$ cat config.mk
export PLATFORM = sky130hd
export DESIGN_NAME = nspld_key_reader
export DESIGN_NICKNAME = d
export VERILOG_FILES = /design/src/rtl/nspld_pkg.sv /design/src/rtl/nspld_key_chan.sv /design/src/rtl/nspld_key_reader.sv
export SDC_FILE = /design/constraint.sdc
export NUM_CORES = 1
export LEC_CHECK = 0
export CAP_MARGIN = 5
export CORE_MARGIN = 5
export CORE_UTILIZATION = 40
export CTS_BUF_LIST = sky130_fd_sc_hd__clkbuf_16
export DETAILED_ROUTE_END_ITERATION = 8
export PLACE_DENSITY_LB_ADDON = 0.25
export SKIP_LAST_GASP = 1
export SLEW_MARGIN = 20
export SYNTH_ARGS = -nofsm -noshare
export SYNTH_HDL_FRONTEND = slang
export SYNTH_SLANG_ARGS = --single-unit
$ cat constraint.sdc
create_clock -name CLK -period 3.7 [get_ports CLK]
set_clock_uncertainty 0.15 [all_clocks]
set_input_delay 0.37 -clock CLK [delete_from_list [all_inputs] [get_ports CLK]]
set_output_delay 0.37 -clock CLK [all_outputs]
set_load 0.01 [all_outputs]
$ cat src/rtl/nspld_pkg.sv
// Shared types and default timing constants for the key reader.
package nspld_pkg;

  localparam int CLK_HZ          = 12_000_000;
  localparam int DEBOUNCE_CYCLES = CLK_HZ / 100;
  localparam int LONG_CYCLES     = CLK_HZ;

  typedef enum logic [2:0] {
    ST_RELEASED   = 3'd0,
    ST_PRESS_DB   = 3'd1,
    ST_HELD       = 3'd2,
    ST_LONG_HELD  = 3'd3,
    ST_RELEASE_DB = 3'd4
  } key_state_e;

endpackage : nspld_pkg

$ cat src/rtl/nspld_key_chan.sv
// One key channel: 2-flop synchronizer, debounce/hold FSM and registered
// event outputs. The key line is active-low.
module nspld_key_chan #(
  parameter int DEBOUNCE_CYCLES = nspld_pkg::DEBOUNCE_CYCLES,
  parameter int LONG_CYCLES     = nspld_pkg::LONG_CYCLES
) (
  input  logic clk_i,
  input  logic rst_ni,
  input  logic key_i,
  output logic pressed_o,
  output logic press_o,
  output logic release_o,
  output logic long_o
);
  import nspld_pkg::*;

  localparam int DB_W   = $clog2(DEBOUNCE_CYCLES);
  localparam int HOLD_W = $clog2(LONG_CYCLES);
  localparam logic [DB_W-1:0]   DB_LAST   = DB_W'(DEBOUNCE_CYCLES - 1);
  localparam logic [HOLD_W-1:0] HOLD_LAST = HOLD_W'(LONG_CYCLES - 1);

  logic [1:0]        sync_q;
  key_state_e        state_q, state_d;
  logic [DB_W-1:0]   db_q, db_d;
  logic [HOLD_W-1:0] hold_q, hold_d;
  logic              long_flag_q, long_flag_d;
  logic              pressed_q, pressed_d;
  logic              press_q, press_d;
  logic              release_q, release_d;
  logic              long_q, long_d;
  logic              s;

  assign s = sync_q[1];

  always_comb begin
    // NOTE: every next-state signal gets a default first so no path leaves
    // it unassigned, which would otherwise infer a latch.
    state_d     = state_q;
    db_d        = db_q;
    hold_d      = hold_q;
    long_flag_d = long_flag_q;
    pressed_d   = pressed_q;
    press_d     = 1'b0;
    release_d   = 1'b0;
    long_d      = 1'b0;

    unique case (state_q)
      ST_RELEASED: begin
        if (!s) begin
          state_d = ST_PRESS_DB;
          db_d    = DB_W'(1);
        end
      end
      ST_PRESS_DB: begin
        if (s) begin
          state_d = ST_RELEASED;
        end else if (db_q == DB_LAST) begin
          state_d   = ST_HELD;
          press_d   = 1'b1;
          pressed_d = 1'b1;
          hold_d    = '0;
        end else begin
          db_d = db_q + DB_W'(1);
        end
      end
      ST_HELD: begin
        if (s) begin
          state_d = ST_RELEASE_DB;
          db_d    = DB_W'(1);
        end else if (hold_q == HOLD_LAST) begin
          state_d     = ST_LONG_HELD;
          long_d      = 1'b1;
          long_flag_d = 1'b1;
        end else begin
          hold_d = hold_q + HOLD_W'(1);
        end
      end
      ST_LONG_HELD: begin
        if (s) begin
          state_d = ST_RELEASE_DB;
          db_d    = DB_W'(1);
        end
      end
      ST_RELEASE_DB: begin
        // A low sample here is release bounce: resume the paused hold.
        if (!s) begin
          state_d = long_flag_q ? ST_LONG_HELD : ST_HELD;
        end else if (db_q == DB_LAST) begin
          state_d     = ST_RELEASED;
          release_d   = 1'b1;
          pressed_d   = 1'b0;
          long_flag_d = 1'b0;
          hold_d      = '0;
        end else begin
          db_d = db_q + DB_W'(1);
        end
      end
      default: state_d = ST_RELEASED;
    endcase
  end

  always_ff @(posedge clk_i) begin
    // NOTE: sequential state uses non-blocking assignments so every flop
    // samples the pre-edge values, independent of statement order.
    if (!rst_ni) begin
      sync_q      <= 2'b11;
      state_q     <= ST_RELEASED;
      db_q        <= '0;
      hold_q      <= '0;
      long_flag_q <= 1'b0;
      pressed_q   <= 1'b0;
      press_q     <= 1'b0;
      release_q   <= 1'b0;
      long_q      <= 1'b0;
    end else begin
      sync_q      <= {sync_q[0], key_i};
      state_q     <= state_d;
      db_q        <= db_d;
      hold_q      <= hold_d;
      long_flag_q <= long_flag_d;
      pressed_q   <= pressed_d;
      press_q     <= press_d;
      release_q   <= release_d;
      long_q      <= long_d;
    end
  end

  assign pressed_o = pressed_q;
  assign press_o   = press_q;
  assign release_o = release_q;
  assign long_o    = long_q;

endmodule : nspld_key_chan

$ cat src/rtl/nspld_key_reader.sv
// Multi-key debounced reader: one independent nspld_key_chan per key line.
module nspld_key_reader #(
  parameter int N_KEYS          = 2,
  parameter int DEBOUNCE_CYCLES = nspld_pkg::DEBOUNCE_CYCLES,
  parameter int LONG_CYCLES     = nspld_pkg::LONG_CYCLES
) (
  input  logic              CLK,
  input  logic              nRST,
  input  logic [N_KEYS-1:0] KEY,
  output logic [N_KEYS-1:0] PRESSED,
  output logic [N_KEYS-1:0] PRESS,
  output logic [N_KEYS-1:0] RELEASE,
  output logic [N_KEYS-1:0] LONG
);

  for (genvar i = 0; i < N_KEYS; i++) begin : g_chan
    nspld_key_chan #(
      .DEBOUNCE_CYCLES (DEBOUNCE_CYCLES),
      .LONG_CYCLES     (LONG_CYCLES)
    ) u_chan (
      .clk_i     (CLK),
      .rst_ni    (nRST),
      .key_i     (KEY[i]),
      .pressed_o (PRESSED[i]),
      .press_o   (PRESS[i]),
      .release_o (RELEASE[i]),
      .long_o    (LONG[i])
    );
  end

endmodule : nspld_key_reader

# [Word level (Yosys, flattened, before mapping)]
# Index checks and enable logic that the tools add are counted.
[word_totals] reg_bits=102 inputBits=4
[op_classes] addsub=4 n_eq_ne=38 mux=64 n_bitwise=5 n_reduce_logical=28
[ops] op="24-bit 2-to-1 mux" n=10
[ops] op="17-bit 2-to-1 mux" n=10
[ops] op="24-bit one-hot mux with 3 select lines" n=2
[ops] op="17-bit one-hot mux with 4 select lines" n=2
[ops] op="5-bit AND reduction" n=10
[ops] op="24-bit by 1-bit adder with 24-bit output (second input constant)" n=2
[ops] op="24-bit == test (second input constant)" n=2
[ops] op="3-bit 2-to-1 mux" n=16
[ops] op="17-bit by 1-bit adder with 17-bit output (second input constant)" n=2
[ops] op="17-bit == test (second input constant)" n=2
[ops] op="3-bit one-hot mux with 5 select lines" n=2
[ops] op="2-bit by 1-bit inequality test with 1-bit output (second input constant)" n=12
[ops] op="1-bit 2-to-1 mux" n=18
[ops] op="2-bit inequality test (second input constant)" n=8
[ops] op="3-bit by 2-bit == test with 1-bit output (second input constant)" n=4
[ops] op="3-bit by 1-bit inequality test with 1-bit output (second input constant)" n=4
[ops] op="3-bit OR reduction" n=4
[ops] op="1-bit one-hot mux with 2 select lines" n=4
[ops] op="2-bit nonzero test" n=4
[ops] op="4-bit nonzero test" n=2
[ops] op="3-bit by 1-bit == test with 1-bit output (second input constant)" n=2
[ops] op="3-bit == test (second input constant)" n=2
[ops] op="3-bit logical NOT" n=2
[ops] op="3-bit inequality test (second input constant)" n=2
[ops] op="other kinds (4)" n=11

# [Depth between registers and ports, before layout]
[depth] ltp_word=4 mapped_depth=9 ltp_nobuf=6

# [Hierarchy]
# From an unflattened synthesis, not the netlist that was laid out.
[hier_totals] hier_cells=667 area_unflattened_um2=5629.1
[by_module_without_submodules] mod="nspld_key_chan at g_chan[0].u_chan" n_inst=1 cells_each=337 area_each_um2=2911.5 seq_area_each_um2=1021.0
[by_module_without_submodules] mod="nspld_key_chan at g_chan[1].u_chan" n_inst=1 cells_each=330 area_each_um2=2717.6 seq_area_each_um2=1021.0

# [Least setup slack after synthesis]
# Ideal clock, no wire load.
[synth_path] kind="reg-to-reg" start="reg g_chan[1].u_chan.db_q[0]" end="reg g_chan[1].u_chan.hold_q[8]" arrival_time_ns=2.029 t_required_ns=3.434 setup_slack_ns=1.405 stages_incl_launch_ff=8 synth_period_minus_slack_ns=2.295 cell_sequence="dfxtp_1 > ha_1 > nand4_1 > or4_1 > buf_2 > o31a_1 > buf_2 > a31o_1"
[synth_between] elab_chain_len=4 elab_cells_between_ends=5 cone_classes="eq/ne: 1; mux: 4"
[synth_lines] element="start: declaration" line_no="nspld_key_chan.sv:24" text="logic [DB_W-1:0] db_q, db_d;"
[synth_lines] element="start signal: assignment" line_no="nspld_key_chan.sv:108" text="db_q <= '0;"
[synth_lines] element="start signal: assignment" line_no="nspld_key_chan.sv:118" text="db_q <= db_d;"
[synth_lines] element="17-bit == test (*)" line_no="nspld_key_chan.sv:57, nspld_key_chan.sv:88"
[synth_lines] element="24-bit 2-to-1 mux (*)"
[synth_lines] element="24-bit 2-to-1 mux (on tied branches)"
[synth_lines] element="24-bit one-hot mux with 3 select lines (*)"
[synth_lines] element="end signal: assignment" line_no="nspld_key_chan.sv:119" text="hold_q <= hold_d;"
[synth_lines] element="end: declaration" line_no="nspld_key_chan.sv:25" text="logic [HOLD_W-1:0] hold_q, hold_d;"
# Every way passes the cells marked *; elsewhere a longest branch is shown, timed or not. The select of a mux whose other input is x is not followed.
# A chain may end at the register's enable or synchronous reset.

# [Worst setup path in the final report]
[layout_path] start="reg g_chan[1].u_chan.hold_q[0]" end="reg g_chan[1].u_chan.hold_q[5]"
[layout_between] elab_chain_len=4 elab_cells_between_ends=7 cone_classes="add/sub: 1; eq/ne: 2; mux: 3; reduce/logical: 1"
[layout_lines] element="24-bit by 1-bit adder with 24-bit output" line_no="nspld_key_chan.sv:75" text="hold_d = hold_q + HOLD_W'(1);"
[layout_lines] element="24-bit 2-to-1 mux" line_no="nspld_key_chan.sv:70" text="end else if (hold_q == HOLD_LAST) begin"
[layout_lines] element="24-bit 2-to-1 mux" line_no="nspld_key_chan.sv:67" text="if (s) begin"
[layout_lines] element="24-bit one-hot mux with 3 select lines" line_no="nspld_key_chan.sv:47" text="unique case (state_q)"
# Several ways; a longest one is shown, not always the timed one. The select of a mux whose other input is x is not followed.

==> impl_metrics.tcl <==
set metrics [dict create \
    drt_iter0_markers 482 \
    clock.fmax_ghz 0.367 \
    synthFlopType "dfxtp_1" \
    antenna_found_initial 0 \
    ys_seq_elements 102 \
    drive_above_1_share 0.0669 \
    synth_seq_area_share 0.362 \
    grt_pass1_vias 4947 \
    grt_usage 0.169 \
    seqPwrFrac 0.508 \
    synth_fp_nets 691 \
    ios 12 \
    status "completed" \
    ant_nets 0 \
    postCtsSetupRepairBufs 0 \
    whs_ps 262 \
    comb_power_share 0.032 \
    path_class "register to register" \
    cts-resized-gates 0 \
    power_frac_clock 0.460 \
    numCtsBuffers 9 \
    grt_overflow 0 \
    finalSetupViolCount 0 \
    cp_data_arrival_time_ps 2810 \
    critPathRequiredTime_ps 3790 \
    cts_sinks 102 \
    synthCells 683 \
    yosys-top-cells-area "dfxtp_1 (36%), nand2_1 (4.7%), a21oi_1 (4.3%)" \
    timing.final.crit_share 0.736 \
    fin_area_sq_um 6100 \
    rows 43 \
    avgSynthCellArea_sq_um 8.27 \
    yosys_warnings 0 \
    slew_violations 0 \
    vias 5287 \
    p_int_mw 1.72 \
    synth-edff-count 0 \
    synth-async-reset-ratio 0 \
    max-vdd-ir-drop_v 0.000253 \
    final_hold_viol_count 0 \
    port_buffers 11 \
    root_buffer "clkbuf_16" \
    ys_types 88 \
    vias_per_cell 6.20 \
    clkTransAtPathRegs_ps 70 \
    netlist.area_leader.share 0.362 \
    syn_area_sq_um 5650 \
    worstPathBufferInverterCount 0 \
    syn_to_final_growth_pct 8.09 \
    final-seq-area_sq_um 2040 \
    synth_common_cells "dfxtp_1 (102), nand2_1 (70), a21oi_1 (48)" \
    cts_tree "built" \
    antenna_cells 0 \
    multi_input_area_sq_um 3350 \
    die_h_um 129 \
    critical-path-max-stage-delay_ps 720 \
    crit_path_start_kind "register" \
    die_w_um 129 \
    dieArea_sq_um 16600 \
    switching_share 0.216 \
    grt_pass1_wl_mm 23.4 \
    wl_per_cell_um 16.1 \
    clkLatencyLatePin_ps 350 \
    rsz0062_at_grt "false" \
    p_switching_uw 472 \
    fin_nets 676 \
    drc 0 \
    cpMaxStageDelayCell "o21ai_1" \
    fillers 1407 \
    power.leakage_nw 1.88 \
    final_core_util 0.440 \
    clk_path_buf_depth 2 \
    tns_ps 0 \
    synth.most_common_cell "dfxtp_1" \
    grt_max_degree 36 \
    cp_top_family "compound AO/OA/AOI/OAI gates" \
    end_kind "register" \
    routabilityCongestion 0.873 \
    synth_top_area_cell "dfxtp_1" \
    first_pass_iters 5 \
    place_area_sq_um 5790 \
    drt-total-wl_mm 13.7 \
    coreArea_sq_um 13900 \
    htreeDepth 3 \
    start_util 0.407 \
    hold_path_class "register to register" \
    power.density_nw_per_um2 359 \
    dp.final_hpwl_mm 9.56 \
    tightest_slew_ps 968 \
    hold_buffers 0 \
    relSlewSlack 0.350 \
    path_cells "ha_1 > and4_1 > nand3b_1 > o21ai_1 > a21oi_1 > o221a_2" \
    period_needed_ps 2720 \
    cp_max_fo 12 \
    max_cap_violations 0 \
]
## per-stage QoR
step | instances | power, mW | setup WS (ps)
final | 853 | 2.19 | 976
after floorplan | 683 | 1.19 | 1410
after detailed placement | 837 | 1.21 | 997
after global routing | 853 | 2.27 | 724
after global placement | 837 | 1.20 | 1060
after CTS | 853 | 2.22 | 991
## metal layers
layer	part of all wire	GRT usage
met5	0	0
met1	0.46	0.221
met3	0.045	0.0374
met4	0.020	0.0593
met2	0.47	0.274
## power by group through the flow
stage	sequential, mW	clock, mW	combinational [mW]
after floorplan	1.13	0	0.0540
after global placement	1.14	0	0.0681
after detailed placement	1.14	0	0.0693
after CTS	1.11	1.04	0.0693
after global routing	1.11	1.08	0.0772
final	1.11	1.01	0.0694
## state kept, by name, indices dropped and copies added, names as in the netlist, 4 cells and up
register               count
g_chan.u_chan.hold_q      48
g_chan.u_chan.sync_q       4
g_chan.u_chan.state_q      6
g_chan.u_chan.db_q        34
## cell families (layout without fill, tap and decap cells)
logic type,count (synthesis),count (layout),synth area share
and+or+nand+nor,311,311,0.320
AOI/OAI and AO/OA,204,204,0.245
DFF,102,102,0.362
buffers and inverters,51,41,0.0457
muxes,6,6,0.0109
xor gates and xnor gates,5,5,0.00776
adders and majority gates,4,4,0.00887
## final timing paths
path | from | endpoint | slack, ps | depth (start not counted)
hold reg to reg | g_chan[1].u_chan.sync_q[0] | g_chan[1].u_chan.sync_q[1] | 260 | 1
setup / recovery | g_chan[1].u_chan.hold_q[0] | g_chan[1].u_chan.hold_q[5] | 980 | 6
setup reg to reg | g_chan[1].u_chan.hold_q[0] | g_chan[1].u_chan.hold_q[5] | 980 | 6
hold / removal | g_chan[1].u_chan.sync_q[0] | g_chan[1].u_chan.sync_q[1] | 260 | 1
## cell usage in the layout (no fill, tap or decap), types with 15 or more instances in the layout
cell	Yosys	final
dfxtp_1	102	102
nand2_1	70	70
a21oi_1	48	48
nand3_1	38	38
nor2_1	38	38
o21ai_0	29	29
a31oi_1	24	24
nand4_1	23	23
or3_1	18	18
and3_1	15	15
nand2b_1	15	15
## area by class of cell
| type | count | share of cell area |
|---|---|---|
| Clock inverter | 7 | 0.0148 |
| Clock buffer | 9 | 0.0369 |
| Sequential cell | 102 | 0.335 |
| Tap cell | 180 | 0.0369 |
| Multi-Input combinational cell | 530 | 0.548 |
| Timing Repair Buffer | 14 | 0.0217 |
| Inverter | 11 | 0.00677 |
Power figures use the tool's default switching activity.
